--- src/rtl/cpu_ctrl_pkg.sv ---
// Purpose: shared opcode/funct codes, ALU-op codes and the ID/EX control bundle type.
// Latency: none (type and constant definitions only).
// Backpressure: not applicable.
package cpu_ctrl_pkg;

  localparam logic [5:0] OP_RTYPE = 6'd0;
  localparam logic [5:0] OP_BGEZ  = 6'd1;
  localparam logic [5:0] OP_J     = 6'd2;
  localparam logic [5:0] OP_JAL   = 6'd3;
  localparam logic [5:0] OP_BEQ   = 6'd4;
  localparam logic [5:0] OP_BNE   = 6'd5;
  localparam logic [5:0] OP_BGT   = 6'd7;
  localparam logic [5:0] OP_ADDI  = 6'd8;
  localparam logic [5:0] OP_SLTI  = 6'd10;
  localparam logic [5:0] OP_ORI   = 6'd13;
  localparam logic [5:0] OP_LUI   = 6'd15;
  localparam logic [5:0] OP_LW    = 6'd35;
  localparam logic [5:0] OP_BNEZ  = 6'd37;
  localparam logic [5:0] OP_SW    = 6'd43;

  localparam logic [5:0] FUNCT_JR  = 6'h08;
  localparam logic [5:0] FUNCT_MUL = 6'h18;

  localparam logic [3:0] ALU_ADD   = 4'd0;
  localparam logic [3:0] ALU_BEQ   = 4'd1;
  localparam logic [3:0] ALU_RTYPE = 4'd2;
  localparam logic [3:0] ALU_LUI   = 4'd3;
  localparam logic [3:0] ALU_SLTI  = 4'd4;
  localparam logic [3:0] ALU_BNE   = 4'd5;
  localparam logic [3:0] ALU_ORI   = 4'd7;
  localparam logic [3:0] ALU_LW    = 4'd8;
  localparam logic [3:0] ALU_SW    = 4'd9;
  localparam logic [3:0] ALU_J     = 4'd11;
  localparam logic [3:0] ALU_BGT   = 4'd12;
  localparam logic [3:0] ALU_BNEZ  = 4'd13;
  localparam logic [3:0] ALU_BGEZ  = 4'd14;
  localparam logic [3:0] ALU_JAL   = 4'd15;

  typedef enum logic [1:0] {
    REG_DST_RT  = 2'b00,
    REG_DST_RD  = 2'b01,
    REG_DST_R31 = 2'b10
  } reg_dst_e;

  typedef enum logic [1:0] {
    MEM_TO_REG_ALU = 2'b00,
    MEM_TO_REG_MEM = 2'b01,
    MEM_TO_REG_PC4 = 2'b10
  } mem_to_reg_e;

  typedef struct packed {
    logic        regWrite;
    logic [3:0]  aluOp;
    logic        aluSrc;
    reg_dst_e    regDst;
    logic        branch;
    logic        jump;
    logic        jr;
    logic        memRead;
    logic        memWrite;
    mem_to_reg_e memToReg;
  } ctrl_bundle_t;

endpackage

--- src/rtl/ctrl_decode_comb.sv ---
// Purpose: pure opcode/funct decode into the control bundle plus illegal/uses-rt/MUL flags.
// Latency: combinational.
// Backpressure: none; the caller decides whether the decode is issued.
module ctrl_decode_comb
  import cpu_ctrl_pkg::*;
(
  input  logic [5:0]   opcode,
  input  logic [5:0]   funct,
  output ctrl_bundle_t ctrl,
  output logic         illegal,
  output logic         usesRt,
  output logic         isMul
);

  // Opcode table; unknown opcodes leave the bundle at bubble and flag illegal.
  always_comb begin
    ctrl    = '0;
    illegal = 1'b0;
    usesRt  = 1'b0;
    isMul   = 1'b0;
    case (opcode)
      OP_RTYPE: begin
        usesRt     = 1'b1;
        ctrl.aluOp = ALU_RTYPE;
        if (funct == FUNCT_JR) begin
          ctrl.jump = 1'b1;
          ctrl.jr   = 1'b1;
        end else begin
          ctrl.regWrite = 1'b1;
          ctrl.regDst   = REG_DST_RD;
          isMul         = (funct == FUNCT_MUL);
        end
      end
      OP_BGEZ: begin ctrl.branch = 1'b1; ctrl.aluOp = ALU_BGEZ; end
      OP_J:    begin ctrl.jump = 1'b1; ctrl.aluOp = ALU_J; end
      OP_JAL: begin
        ctrl.jump     = 1'b1;
        ctrl.regWrite = 1'b1;
        ctrl.regDst   = REG_DST_R31;
        ctrl.memToReg = MEM_TO_REG_PC4;
        ctrl.aluOp    = ALU_JAL;
      end
      OP_BEQ:  begin ctrl.branch = 1'b1; ctrl.aluOp = ALU_BEQ; usesRt = 1'b1; end
      OP_BNE:  begin ctrl.branch = 1'b1; ctrl.aluOp = ALU_BNE; usesRt = 1'b1; end
      OP_BGT:  begin ctrl.branch = 1'b1; ctrl.aluOp = ALU_BGT; usesRt = 1'b1; end
      OP_ADDI: begin ctrl.regWrite = 1'b1; ctrl.aluSrc = 1'b1; ctrl.aluOp = ALU_ADD; end
      OP_SLTI: begin ctrl.regWrite = 1'b1; ctrl.aluSrc = 1'b1; ctrl.aluOp = ALU_SLTI; end
      OP_ORI:  begin ctrl.regWrite = 1'b1; ctrl.aluSrc = 1'b1; ctrl.aluOp = ALU_ORI; end
      OP_LUI:  begin ctrl.regWrite = 1'b1; ctrl.aluSrc = 1'b1; ctrl.aluOp = ALU_LUI; end
      OP_LW: begin
        ctrl.regWrite = 1'b1;
        ctrl.aluSrc   = 1'b1;
        ctrl.memRead  = 1'b1;
        ctrl.memToReg = MEM_TO_REG_MEM;
        ctrl.aluOp    = ALU_LW;
      end
      OP_BNEZ: begin ctrl.branch = 1'b1; ctrl.aluOp = ALU_BNEZ; end
      OP_SW: begin
        ctrl.aluSrc   = 1'b1;
        ctrl.memWrite = 1'b1;
        ctrl.aluOp    = ALU_SW;
        usesRt        = 1'b1;
      end
      default: illegal = 1'b1;
    endcase
  end

endmodule

--- src/rtl/pipe_ctrl_decoder.sv ---
// Purpose: ID-stage control: decode, load-use bubbles, MUL sequencing, flush, ID/EX control register.
// Latency: 1 cycle from instr_i to the registered control outputs.
// Backpressure: stall_o (combinational) holds PC and IF/ID during load-use and MUL busy cycles.
module pipe_ctrl_decoder
  import cpu_ctrl_pkg::*;
#(
  parameter int ALUOP_W = 4,
  parameter int RADDR_W = 5,
  parameter int MUL_LAT = 3
) (
  input  logic               clk_i,
  input  logic               rst_i,
  input  logic [31:0]        instr_i,
  input  logic               valid_i,
  input  logic               flush_i,
  input  logic               idex_memread_i,
  input  logic [RADDR_W-1:0] idex_rt_i,
  output logic               stall_o,
  output logic               valid_o,
  output logic               reg_write_o,
  output logic [ALUOP_W-1:0] alu_op_o,
  output logic               alu_src_o,
  output logic [1:0]         reg_dst_o,
  output logic               branch_o,
  output logic               jump_o,
  output logic               jr_o,
  output logic               mem_read_o,
  output logic               mem_write_o,
  output logic [1:0]         mem_to_reg_o,
  output logic               illegal_o
);

  localparam int CNT_W = $clog2(MUL_LAT + 1);
  localparam logic [CNT_W-1:0] CNT_ONE = 1;

  typedef enum logic {ST_RUN, ST_MUL_BUSY} state_e;

  state_e       state, stateNext;
  logic [CNT_W-1:0] mulCnt, cntNext;
  ctrl_bundle_t decCtrl, issueCtrl, ctrlQ;
  logic         decIllegal, decUsesRt, decIsMul;
  logic         issueValid, issueIllegal, validQ, illegalQ;
  logic         loadUse;
  logic [RADDR_W-1:0] rsAddr, rtAddr;
  logic         unusedInstr;

  // rd/shamt are consumed downstream, not by this control unit.
  assign unusedInstr = ^instr_i[15:6];
  assign rsAddr = RADDR_W'(instr_i[25:21]);
  assign rtAddr = RADDR_W'(instr_i[20:16]);

  ctrl_decode_comb uDecode (
    .opcode  (instr_i[31:26]),
    .funct   (instr_i[5:0]),
    .ctrl    (decCtrl),
    .illegal (decIllegal),
    .usesRt  (decUsesRt),
    .isMul   (decIsMul)
  );

  // r0 is never a real load destination, so it cannot create a hazard.
  assign loadUse = valid_i && idex_memread_i && (idex_rt_i != '0) &&
                   ((idex_rt_i == rsAddr) || (decUsesRt && (idex_rt_i == rtAddr)));

  // Next state and issue selection: flush > MUL busy > load-use > issue.
  always_comb begin
    stateNext    = state;
    cntNext      = mulCnt;
    stall_o      = 1'b0;
    issueCtrl    = '0;
    issueValid   = 1'b0;
    issueIllegal = 1'b0;
    if (flush_i) begin
      stateNext = ST_RUN;
      cntNext   = '0;
    end else if (state == ST_MUL_BUSY) begin
      stall_o = 1'b1;
      cntNext = mulCnt - CNT_ONE;
      if (mulCnt == CNT_ONE) begin
        stateNext = ST_RUN;
      end
    end else if (loadUse) begin
      stall_o = 1'b1;
    end else if (valid_i) begin
      if (decIllegal) begin
        issueIllegal = 1'b1;
      end else begin
        issueValid = 1'b1;
        issueCtrl  = decCtrl;
        if (decIsMul && (MUL_LAT > 1)) begin
          stateNext = ST_MUL_BUSY;
          cntNext   = CNT_W'(MUL_LAT - 1);
        end
      end
    end
  end

  // FSM state and MUL countdown register.
  always_ff @(posedge clk_i or negedge rst_i) begin
    if (!rst_i) begin
      state  <= ST_RUN;
      mulCnt <= '0;
    end else begin
      state  <= stateNext;
      mulCnt <= cntNext;
    end
  end

  // ID/EX control register; a bubble is an all-zero bundle with valid low.
  always_ff @(posedge clk_i or negedge rst_i) begin
    if (!rst_i) begin
      ctrlQ    <= '0;
      validQ   <= 1'b0;
      illegalQ <= 1'b0;
    end else begin
      ctrlQ    <= issueCtrl;
      validQ   <= issueValid;
      illegalQ <= issueIllegal;
    end
  end

  assign valid_o      = validQ;
  assign reg_write_o  = ctrlQ.regWrite;
  assign alu_op_o     = ALUOP_W'(ctrlQ.aluOp);
  assign alu_src_o    = ctrlQ.aluSrc;
  assign reg_dst_o    = ctrlQ.regDst;
  assign branch_o     = ctrlQ.branch;
  assign jump_o       = ctrlQ.jump;
  assign jr_o         = ctrlQ.jr;
  assign mem_read_o   = ctrlQ.memRead;
  assign mem_write_o  = ctrlQ.memWrite;
  assign mem_to_reg_o = ctrlQ.memToReg;
  assign illegal_o    = illegalQ;

endmodule

--- config.mk ---
export PLATFORM = sky130hd
export DESIGN_NAME = pipe_ctrl_decoder
export DESIGN_NICKNAME = d
export VERILOG_FILES = /design/src/rtl/cpu_ctrl_pkg.sv /design/src/rtl/ctrl_decode_comb.sv /design/src/rtl/pipe_ctrl_decoder.sv
export SDC_FILE = /design/constraint.sdc
export NUM_CORES = 1
export LEC_CHECK = 0
export ABC_AREA = 1
export CAP_MARGIN = 30
export CORE_MARGIN = 2
export CORE_UTILIZATION = 41
export DETAILED_ROUTE_END_ITERATION = 10
export PLACE_DENSITY_LB_ADDON = 0.3
export SLEW_MARGIN = 5
export SYNTH_ARGS = -nofsm -noshare
export SYNTH_HDL_FRONTEND = slang
export SYNTH_SLANG_ARGS = --single-unit
--- constraint.sdc ---
create_clock -name clk_i -period 1.2 [get_ports clk_i]
set_input_delay 0.24 -clock clk_i [delete_from_list [all_inputs] [get_ports clk_i]]
set_output_delay 0.24 -clock clk_i [all_outputs]
set_load 0.01 [all_outputs]
==> metrics.yaml, run 1 <==
finalHoldViolCount: 0
grt_antenna_before_repair: 0
seq_power_share: 0.411
final.setup_skew_ns: 0.0129
maxSlewHeadroom: 0.791
synthTopCellsByArea: "sky130_fd_sc_hd__dfrtp_1 (40%), sky130_fd_sc_hd__nand2_1 (12%), sky130_fd_sc_hd__inv_1 (7.4%)"
setup-violations-final: 19
port_buffers: 49
detail_route.first_pass.iterations: 4
asyncSetResetFlopFracSynth: 1.00
placedInstanceArea_um2: 2150
synth_top_flop_cell: "sky130_fd_sc_hd__dfrtp_1"
synth_largest_area_cell: "sky130_fd_sc_hd__dfrtp_1"
layout.filler_cells: 187
synthTopCellsByCount: "sky130_fd_sc_hd__nand2_1 (40), sky130_fd_sc_hd__inv_1 (25), sky130_fd_sc_hd__nor2_1 (21), sky130_fd_sc_hd__dfrtp_1 (20), sky130_fd_sc_hd__nand3_1 (13)"
synth_simple_gate_area_frac: 0.411
slew_viol_final: 0
critical_path_arrival_ns: 1.23
grt.met3_usage: 0.0218
dieArea_um2: 3550
worst-path-max-fanout: 3
drt-total-wl_mm: 4.55
track_usage: 0.241
vdd_drop_max_v: 0.000460
total_power_density_per_cell_area_nw_per_um2: 670
sw_frac_of_total: 0.259
worstSetupStartpointType: "input port"
buffer_depth_of_the_longest_clock_path: 2
tightest_slew_ns: 0.313
yosys_warnings: 0
vias: 1574
number_of_drc_markers_in_iteration_0: 44
largest_family_of_logic_cells_by_synthesized_area: "simple AND/OR/NAND/NOR gates"
grt_pass1_vias: 1498
worst_r2r_path_cells: 5
share_of_layout_cells_above_drive_strength_1: 0.509
power_leakage_nw: 1.31
core.rowCount: 20
violations: "setup timing"
clock_insertion_delay_worst_skew_ns: 0.30
synth-edff-count: 0
pwr-share-comb: 0.263
gr-usage-met2: 0.430
grt.busiest_layer: "met2"
cts-root-buf: "sky130_fd_sc_hd__clkbuf_4"
post_synth_fa_ha_maj_area_fraction: 0.00988
timing.critical_path.required_ns: 0.96
maxClockFrequency_ghz: 0.682
area_delta_synth_final_pct: 94.7
nNetsFinal: 317
io_pins: 60
rr_startpoint: "state"
grt_max_degree: 21
grt_use_met1: 0.283
worstSetupEndpointType: "output pin"
avgSynthCellArea_um2: 7.45
setup_ws_ns: -0.266
hold_class: "input port to asynchronous set/reset pin"
clock_tree.htree_level_count: 1
yosys.cell_count.top_type: "sky130_fd_sc_hd__nand2_1"
ys_seq_elements: 20
via_per_inst: 5.14
cts_sinks: 20
max_cap_check_violation_count: 0
critical_path_startpoint: "instr_i[31]"
drt_drc_violations_left: 0
finalCritPeriodShare: 1.22
stdcell_area_um2: 2460
synth_area_um2: 1270
multiplexer_share_of_the_synthesized_area: 0
mappedNetlistNets: 213
ys_seq_area_frac: 0.395
yosys.area_share.xor_xnor: 0.0415
floorplan.initialDensity: 0.422
globalRouteOverflowTotal: 0
route.detailed.wl_per_inst_um: 14.9
cts_made_buffers: 3
capturing_point_of_the_worst_reg2reg_path: "branch_o"
path_clk_slew_ns: 0.12
dp_hpwl_mm: 2.65
power_report.internal_total_w: 0.00122
net-switching-power_w: 0.000427
antenna-diode-count: 0
detail-route-antenna-nets: 0
synth-compound-area-share: 0.0652
pre_cts_slack_ns: -1.13
finalWeightedCongestion: 0.962
period_needed_ns: 1.47
synthesis.instances: 170
global_route_wire_length_before_repair_mm: 6.38
area_fraction_of_the_dominant_cell_type_after_synthesis: 0.395
fp.coreArea_um2: 3000
grt_setup_unrepaired: "true"
synth_cell_type_count: 27
tritoncts: "done"
result_of_the_run: "complete, but fails checks"
power.clock.fraction: 0.326
setup.reg_to_reg.worst_slack_ns: 0.02
floorplan.die.width_um: 59.6
die_height_um: 59.6
criticalPathCategory: "input port to output pin"
power groups by stage:
| stage | Clock, W | Combinational, W | Sequential (W) |
|---|---|---|---|
| 2_1_floorplan | 0 | 0.000124 | 0.000696 |
| 3_3_place_gp | 0 | 0.000356 | 0.000693 |
| 3_5_place_dp | 0 | 0.000363 | 0.000693 |
| 4_1_cts | 0.000545 | 0.000386 | 0.000680 |
| 5_1_grt | 0.000566 | 0.000464 | 0.000680 |
| 6_report | 0.000538 | 0.000434 | 0.000680 |
placed cells by master (no fill, tap or decap), drive strengths merged:
cell,instances
dlygate4sd2,3
o21a,6
clkdlybuf4s15,19
nor3,10
nor4,1
nand2,44
xor2,4
nand3,16
or3b,1
xnor2,2
bufinv,1
ha,1
nor2,28
clkdlybuf4s50,6
buf,64
clkbuf,9
inv,26
o211ai,1
a21oi,2
nand4,4
o21ai,4
dfrtp,20
or2,1
per-layer routing:
layer,up-vias,part of all wire
met1,707,0.39
met2,87,0.50
li1,757,-
met3,23,0.062
met5,-,0
met4,0,0.046
cell families after synthesis:
kind of cell | Yosys count
AO/OA/AOI/OAI | 13
flip-flops | 20
XOR/XNOR | 6
adder cells (fa/ha/maj) | 1
buffers and inverters | 26
AND/OR/NAND/NOR | 104
worst max path at each step:
stage,end,depth (start not counted)
CTS,stall_o,10
global placement,stall_o,10
detailed placement,stall_o,10
floorplan,jump_o,9
global route,stall_o,10
finish,stall_o,10
critical path, stage by stage:
cell and delay [ns]:
sky130_fd_sc_hd__buf_2 0.13, sky130_fd_sc_hd__inv_2 0.05, sky130_fd_sc_hd__nor2_2 0.16, sky130_fd_sc_hd__nand3_2 0.12, sky130_fd_sc_hd__nand3_2 0.07, sky130_fd_sc_hd__nand3_2 0.07, sky130_fd_sc_hd__nand2_2 0.08, sky130_fd_sc_hd__nand2_2 0.07
sky130_fd_sc_hd__a21oi_2 0.11, sky130_fd_sc_hd__buf_2 0.13
state kept, by name, indices dropped and copies added, names as in the netlist:
signal	flops
mem_read_o	1
mem_to_reg_o	2
alu_src_o	1
reg_dst_o	2
mem_write_o	1
valid_o	1
branch_o	1
alu_op_o	4
jr_o	1
state	1
reg_write_o	1
jump_o	1
mulCnt	2
illegal_o	1
what timing repair did:
item,in CTS,in global routing
gates resized for setup,145,47
gates cloned,1,0
pin swaps,48,25
hold buffers,0,0
buffers inserted,7,5
setup endpoints to repair,38,32
layout make-up:
class	count	area, µm²	area share
flip-flops and latches	20	500	0.203
well taps	33	41.3	0.0168
multi-input cells	125	937	0.380
clock buffers	3	22.5	0.00914
clock inverters	1	30.0	0.0122
repair buffers	98	836	0.339
inverters	26	97.6	0.0396
through the flow:
step	utilization	total power [W]	std cells	setup TNS, ns	hold WS [ns]
CTS	0.782	0.00161	302	-0.611	0.250
global placement	0.716	0.00105	292	-16.97	0.465
detailed placement	0.716	0.00106	292	-17.24	0.471
finish	0.821	0.00165	306	-3.03	0.253
floorplan	-	0.000820	170	-0.193	-0.0556
global route	0.821	0.00171	306	-3.44	0.278
No activity file was read; power rests on OpenSTA's default activity.
==> run 2, diff against run 1 <==
--- a/config.mk
+++ b/config.mk
@@ -8,8 +8,10 @@
 export ABC_AREA = 1
 export CAP_MARGIN = 30
 export CORE_MARGIN = 2
-export CORE_UTILIZATION = 41
+export CORE_UTILIZATION = 55
 export DETAILED_ROUTE_END_ITERATION = 10
+export DONT_BUFFER_PORTS = 1
+export GPL_TIMING_DRIVEN = 1
 export PLACE_DENSITY_LB_ADDON = 0.3
 export SLEW_MARGIN = 5
 export SYNTH_ARGS = -nofsm -noshare
==> run 2 against run 1 <==
Effect of this change: non-clock buffer count fell by 62; first-iteration DRC count fell by 57%; largest cell class unchanged; via count fell by 18%; global-route usage rose by 1.0 points; highest routed layer unchanged; design area fell by 30%; critical path depth rose by 1; worst hold slack got worse by 0.17 ns; wire length fell by 26%; the flow still finishes with violations (setup timing); sequential share of layout area rose by 8.8 points.
==> metrics.yaml, run 2 (synthesis results as in run 1) <==
worstSetupStartpointType: "input port"
tritoncts: "done"
fp.coreArea_um2: 2190  # -27%
core.rowCount: 17  # -15%
final.setup_skew_ns: 0.00267  # -0.0102 ns
timing.critical_path.required_ns: 1.41  # +0.45 ns
floorplan.initialDensity: 0.578  # +0.156
layout.filler_cells: 148  # -21%
setup-violations-final: 10  # -9
criticalPathCategory: "input port to flip-flop"
tightest_slew_ns: 0.848  # +0.535 ns
via_per_inst: 5.41  # +5.2%
detail-route-antenna-nets: 0  # unchanged
maxSlewHeadroom: 0.435  # -0.356
dp_hpwl_mm: 2.32  # -12%
worst_r2r_path_cells: 4  # -1
violations: "setup timing"
most_common_cell_after_layout_fill_and_taps_aside: "sky130_fd_sc_hd__nand2_1"
finalCritPeriodShare: 1.03  # -0.192
setup_ws_ns: -0.0358  # +0.230 ns
path_clk_slew_ns: 0.10  # -0.02 ns
post_route_non_filler_standard_cell_count: 238  # -22%
result_of_the_run: "complete, but fails checks"
slew_viol_final: 0  # unchanged
hold_class: "input port to flip-flop"
buffer_depth_of_the_longest_clock_path: 2  # unchanged
period_needed_ns: 1.24  # -0.230 ns
grt_setup_unrepaired: "true"
floorplan.die.width_um: 52.0  # -13%
largest_register_ffs: 4  # unchanged
grt_pass1_vias: 1230  # -18%
clock_tree.htree_level_count: 1  # unchanged
track_usage: 0.252  # +0.0102
grt_antenna_before_repair: 0  # unchanged
clock_insertion_delay_worst_skew_ns: 0.29  # about the same
capturing_point_of_the_worst_reg2reg_path: "alu_op_o[0]"
grt_max_degree: 21  # unchanged
nNetsFinal: 255  # -20%
die_height_um: 52.0  # -13%
cts-root-buf: "sky130_fd_sc_hd__clkbuf_4"
dieArea_um2: 2700  # -24%
hold_path_startpoint: "valid_i"
max_cap_check_violation_count: 0  # unchanged
drt-total-wl_mm: 3.36  # -26%
numPlacedInstances: 219  # -25%
io_pins: 60  # unchanged
finalHoldViolCount: 0  # unchanged
holdPathStages: 2
area_delta_synth_final_pct: 35.7
pre_cts_slack_ns: -0.182  # +0.944 ns
maxClockFrequency_ghz: 0.809  # +19%
setup.reg_to_reg.worst_slack_ns: 0.07  # +0.05 ns
global_route_wire_length_before_repair_mm: 5.15  # -19%
finalWeightedCongestion: 0.912  # -5.2%
total_power_density_per_cell_area_nw_per_um2: 708  # +5.7%
cts_made_buffers: 3  # unchanged
share_of_layout_cells_above_drive_strength_1: 0.367  # -0.142
critical_path_arrival_ns: 1.45  # +0.22 ns
number_of_drc_markers_in_iteration_0: 19  # -57%
antenna-diode-count: 0  # unchanged
worst-path-max-fanout: 8  # +5
drt_drc_violations_left: 0  # unchanged
power_leakage_nw: 0.959  # -27%
final_power_w: 0.00122  # -26%
port_buffers: 0  # -100%
rr_startpoint: "state"
globalRouteOverflowTotal: 0  # unchanged
most-common-layout-cells: "sky130_fd_sc_hd__nand2_1 (38), sky130_fd_sc_hd__buf_4 (34), sky130_fd_sc_hd__inv_1 (21)"
worst_hold_endpoint: "illegal_o"
worstSetupEndpointType: "flip-flop"
vias: 1288  # -18%
cts_sinks: 20  # unchanged
route.detailed.wl_per_inst_um: 14.1  # -5.1%
detail_route.first_pass.iterations: 6  # +2
vdd_drop_max_v: 0.000565  # +23%
==> run 2: changes by cell type in the layout (fill, tap and decap cells not counted), sizes merged <==
cell           change
buf               -30
clkdlybuf4s15     -19
clkbuf             -6
clkdlybuf4s50      -6
dlygate4sd2        -3
bufinv             -1
dlygate4sd3        +1
dlymetal6s4s       +1
==> run 2: final cells by class <==
type                       instances  area [µm²]  area share
timing repair buffer              36         278       0.162
multi-input combinational        125         785       0.457
clock buffer                       3        22.5      0.0131
sequential                        20         500       0.291
inverter                          26        97.6      0.0568
tap                               28        35.0      0.0204
==> run 2: per-stage QoR <==
step	utilization	area, µm²	TNS [ns]	hold slack [ns]
after floorplan	-	1310	-0.193	-0.0556
after global placement	0.684	1500	-2.49	-0.0552
after detailed placement	0.684	1500	-2.99	-0.0552
after CTS	0.740	1620	0	0.00428
after global routing	0.784	1720	-0.780	0.0571
final	0.784	1720	-0.118	0.0787
==> run 2: routing by layer <==
metal,wire length [µm],vias up,part of all wire,global-route usage
li1,-,621,-,-
met1,1330,602,0.40,0.294
met2,1800,58,0.53,0.468
met3,169,7,0.050,0.0144
met4,65,0,0.019,0.105
met5,0,-,0,0
==> run 2: power breakdown <==
part / internal (W) / switching [W] / leakage, nW
clock network: 0.000117 / 0.000185 / 0.0138
logic: 0.000105 / 0.000127 / 0.667
registers: 0.000679 / 0.00000435 / 0.278
total: 0.000901 / 0.000316 / 0.959
==> run 2: worst max path at each step <==
stage                         endpoint  slack, ns         start
after global routing           stall_o      -0.12  idex_rt_i[4]
final                     reg_dst_o[1]      -0.04   instr_i[31]
after floorplan                 jump_o      -0.03   instr_i[31]
after detailed placement  reg_dst_o[0]      -0.18   instr_i[31]
after CTS                      stall_o       0.01   instr_i[31]
after global placement          jump_o      -0.15   instr_i[31]
==> run 2: worst max-delay path, cell delays in order <==
cell and delay, ns:
sky130_fd_sc_hd__inv_1 0.03, sky130_fd_sc_hd__nor2_2 0.12, sky130_fd_sc_hd__buf_4 0.12, sky130_fd_sc_hd__buf_4 0.09, sky130_fd_sc_hd__nand3_1 0.08, sky130_fd_sc_hd__nand2_1 0.11
sky130_fd_sc_hd__nor2_2 0.06, sky130_fd_sc_hd__nand2_4 0.08, sky130_fd_sc_hd__nand3_4 0.16, sky130_fd_sc_hd__buf_4 0.19, sky130_fd_sc_hd__nor3_2 0.16
==> run 2: timing repair <==
item                       4_1_cts  5_1_grt
hold endpoints to repair        20        1
pin swaps                        9       12
setup endpoints to repair        1       38
hold buffers                     1        1
gates cloned                     0        1
buffers inserted                 9        4
gates resized for setup          7       12
==> run 3, diff against run 2 <==
--- a/config.mk
+++ b/config.mk
@@ -8,11 +8,12 @@
 export ABC_AREA = 1
 export CAP_MARGIN = 30
 export CORE_MARGIN = 2
-export CORE_UTILIZATION = 55
+export CORE_UTILIZATION = 50
 export DETAILED_ROUTE_END_ITERATION = 10
 export DONT_BUFFER_PORTS = 1
-export GPL_TIMING_DRIVEN = 1
+export GPL_TIMING_DRIVEN = 0
 export PLACE_DENSITY_LB_ADDON = 0.3
+export SKIP_LAST_GASP = 1
 export SLEW_MARGIN = 5
 export SYNTH_ARGS = -nofsm -noshare
 export SYNTH_HDL_FRONTEND = slang
==> run 3 against run 2 <==
Effect of this change: final cell count is 5.5% lower; via count decreased by 0.93%; design area shrank 2.5%; worst hold slack better by 0.0017 ns; power increased by 5.6%; first-iteration DRC count rose by 47%; highest routed layer unchanged; the flow still finishes with violations (setup timing); sequential cell count is the same; die area grew 9.2%; register-to-register slack about the same; fmax decreased by 2.9%; setup slack got worse by 0.036 ns.
==> metrics.yaml, run 3 (synthesis results as in run 1) <==
via_per_inst: 5.67  # +4.8%
die_height_um: 54.3  # +4.5%
max_cap_check_violation_count: 0  # unchanged
dp_hpwl_mm: 2.11  # -8.9%
maxSlewHeadroom: 0.417  # -0.0181
detail_route.first_pass.iterations: 4  # -2
cts_made_buffers: 3  # unchanged
layout.filler_cells: 184  # +24%
vdd_drop_max_v: 0.000561  # -0.63%
grt_pass1_vias: 1252  # +1.8%
floorplan.die.width_um: 54.3  # +4.5%
antenna-diode-count: 0  # unchanged
period_needed_ns: 1.27  # +0.0364 ns
nNetsFinal: 239  # -6.3%
tightest_slew_ns: 0.872  # +0.0242 ns
globalRouteOverflowTotal: 0  # unchanged
slew_viol_final: 0  # unchanged
area_delta_synth_final_pct: 32.2
grt_max_degree: 21  # unchanged
port_buffers: 0  # unchanged
detail-route-antenna-nets: 0  # unchanged
buffer_depth_of_the_longest_clock_path: 2  # unchanged
placedInstanceArea_um2: 1340  # -10%
result_of_the_run: "complete, but fails checks"
multi_input_gate_area_um2: 826  # +5.3%
sw_frac_of_total: 0.252  # -0.00762
criticalPathCategory: "input port to flip-flop"
clock_tree.htree_level_count: 1  # unchanged
cts-root-buf: "sky130_fd_sc_hd__clkbuf_4"
largest_register_ffs: 4  # unchanged
path_clk_slew_ns: 0.11  # about the same
area.sequential_um2: 500  # unchanged
power.clock.fraction: 0.289  # +0.041
setup-violations-final: 13  # +3
share_of_layout_cells_above_drive_strength_1: 0.333  # -0.0333
finish.utilization: 0.688  # -0.0959
total_power_density_per_cell_area_nw_per_um2: 767  # +8.3%
finalHoldViolCount: 0  # unchanged
number_of_drc_markers_in_iteration_0: 28  # +9
tritoncts: "done"
grt_setup_unrepaired: "true"
core.rowCount: 18  # +1
drt_drc_violations_left: 0  # unchanged
fp.coreArea_um2: 2430  # +11%
power_report.internal_total_w: 0.000960  # +6.6%
power_leakage_nw: 0.906  # -5.5%
setup_ws_ns: -0.0722  # -0.0364 ns
final_power_w: 0.00128  # +5.6%
vias: 1276  # -0.93%
clock_insertion_delay_worst_skew_ns: 0.29  # about the same
stdcell_area_um2: 1670  # -2.5%
worst-path-max-fanout: 5  # -3
global_route_wire_length_before_repair_mm: 5.02  # -2.7%
pre_cts_slack_ns: -0.205  # -0.0230 ns
track_usage: 0.235  # -0.0166
hold_class: "input port to flip-flop"
route.detailed.wl_per_inst_um: 15.2  # +8.0%
worstSetupStartpointType: "input port"
drt-total-wl_mm: 3.43  # +2.1%
pwr-share-comb: 0.179  # -0.012
finalWeightedCongestion: 0.876  # -3.9%
seq_power_share: 0.532  # -0.029
grt_antenna_before_repair: 0  # unchanged
violations: "setup timing"
finalCritPeriodShare: 1.06  # +0.0303
cts_sinks: 20  # unchanged
final.setup_skew_ns: 0.00561  # +0.00294 ns
most-common-layout-cells: "sky130_fd_sc_hd__nand2_1 (37), sky130_fd_sc_hd__inv_1 (21), sky130_fd_sc_hd__dfrtp_1 (20)"
io_pins: 60  # unchanged
floorplan.initialDensity: 0.521  # -0.0574
dieArea_um2: 2950  # +9.2%
maxClockFrequency_ghz: 0.786  # -2.9%
most_common_cell_after_layout_fill_and_taps_aside: "sky130_fd_sc_hd__nand2_1"
timing.critical_path.required_ns: 1.39  # -0.02 ns
critical_path_arrival_ns: 1.46  # about the same
net-switching-power_w: 0.000324  # +2.5%
worstSetupEndpointType: "flip-flop"
==> run 3: per-layer routing <==
| layer | wire length, µm | GRT usage | up-vias |
|---|---|---|---|
| met5 | 0 | 0 | - |
| met4 | 76 | 0.0917 | 0 |
| met3 | 277 | 0.0738 | 10 |
| met2 | 1830 | 0.444 | 89 |
| met1 | 1240 | 0.236 | 584 |
| li1 | - | - | 593 |
==> run 3: worst paths after layout <==
| check | slack, ns | cells past startpoint | end | from |
|---|---|---|---|---|
| max | -0.07 | 10 | valid_o | instr_i[26] |
| min in group asynchronous | 0.50 | 1 | illegal_o | rst_i |
| min reg2reg | 0.48 | 1 | mulCnt[0] | mulCnt[0] |
| min | 0.08 | 3 | mulCnt[1] | flush_i |
| max in group asynchronous | 0.16 | 1 | alu_op_o[0] | rst_i |
| max reg2reg | 0.07 | 6 | reg_dst_o[0] | state |
==> run 3: power by group through the flow <==
| stage | clock network [W] | logic (W) | registers, W |
|---|---|---|---|
| 6_report | 0.000371 | 0.000230 | 0.000684 |
| 3_5_place_dp | 0 | 0.000143 | 0.000697 |
| 5_1_grt | 0.000424 | 0.000252 | 0.000684 |
| 2_1_floorplan | 0 | 0.000124 | 0.000696 |
| 3_3_place_gp | 0 | 0.000140 | 0.000697 |
| 4_1_cts | 0.000379 | 0.000198 | 0.000684 |
==> run 3: through the flow <==
stage | setup TNS (ns) | hold WS (ns) | instances
6_report | -0.552 | 0.0804 | 225
5_1_grt | -1.08 | 0.0466 | 225
4_1_cts | -0.0245 | 0.0609 | 221
3_5_place_dp | -2.64 | -0.0552 | 200
3_3_place_gp | -2.62 | -0.0552 | 200
2_1_floorplan | -0.193 | -0.0556 | 170
==> run 3: timing repair <==
| item | CTS | global route |
|---|---|---|
| pin swaps | 12 | 15 |
| setup buffers | 15 | 4 |
| setup endpoints to repair | 1 | 17 |
| gates resized for setup | 14 | 18 |
| hold endpoints to repair | 21 | 0 |
| hold buffers | 2 | 0 |
==> run 3: cell type report <==
| cell class | instances | share of cell area |
|---|---|---|
| Clock buffer | 4 | 0.0217 |
| Inverter | 26 | 0.0598 |
| Multi-Input combinational cell | 124 | 0.493 |
| Sequential cell | 20 | 0.299 |
| Tap cell | 30 | 0.0224 |
| Timing Repair Buffer | 21 | 0.104 |
==> run 3: worst max-delay path, stage by stage <==
cell and delay [ns]:
sky130_fd_sc_hd__nand2_1 0.13, sky130_fd_sc_hd__nor2_1 0.08, sky130_fd_sc_hd__o21ai_1 0.19, sky130_fd_sc_hd__nand3_2 0.12, sky130_fd_sc_hd__nor2_2 0.19, sky130_fd_sc_hd__nand2_4 0.09, sky130_fd_sc_hd__nand3_4 0.12, sky130_fd_sc_hd__nor2_8 0.05
sky130_fd_sc_hd__buf_6 0.12, sky130_fd_sc_hd__buf_4 0.12
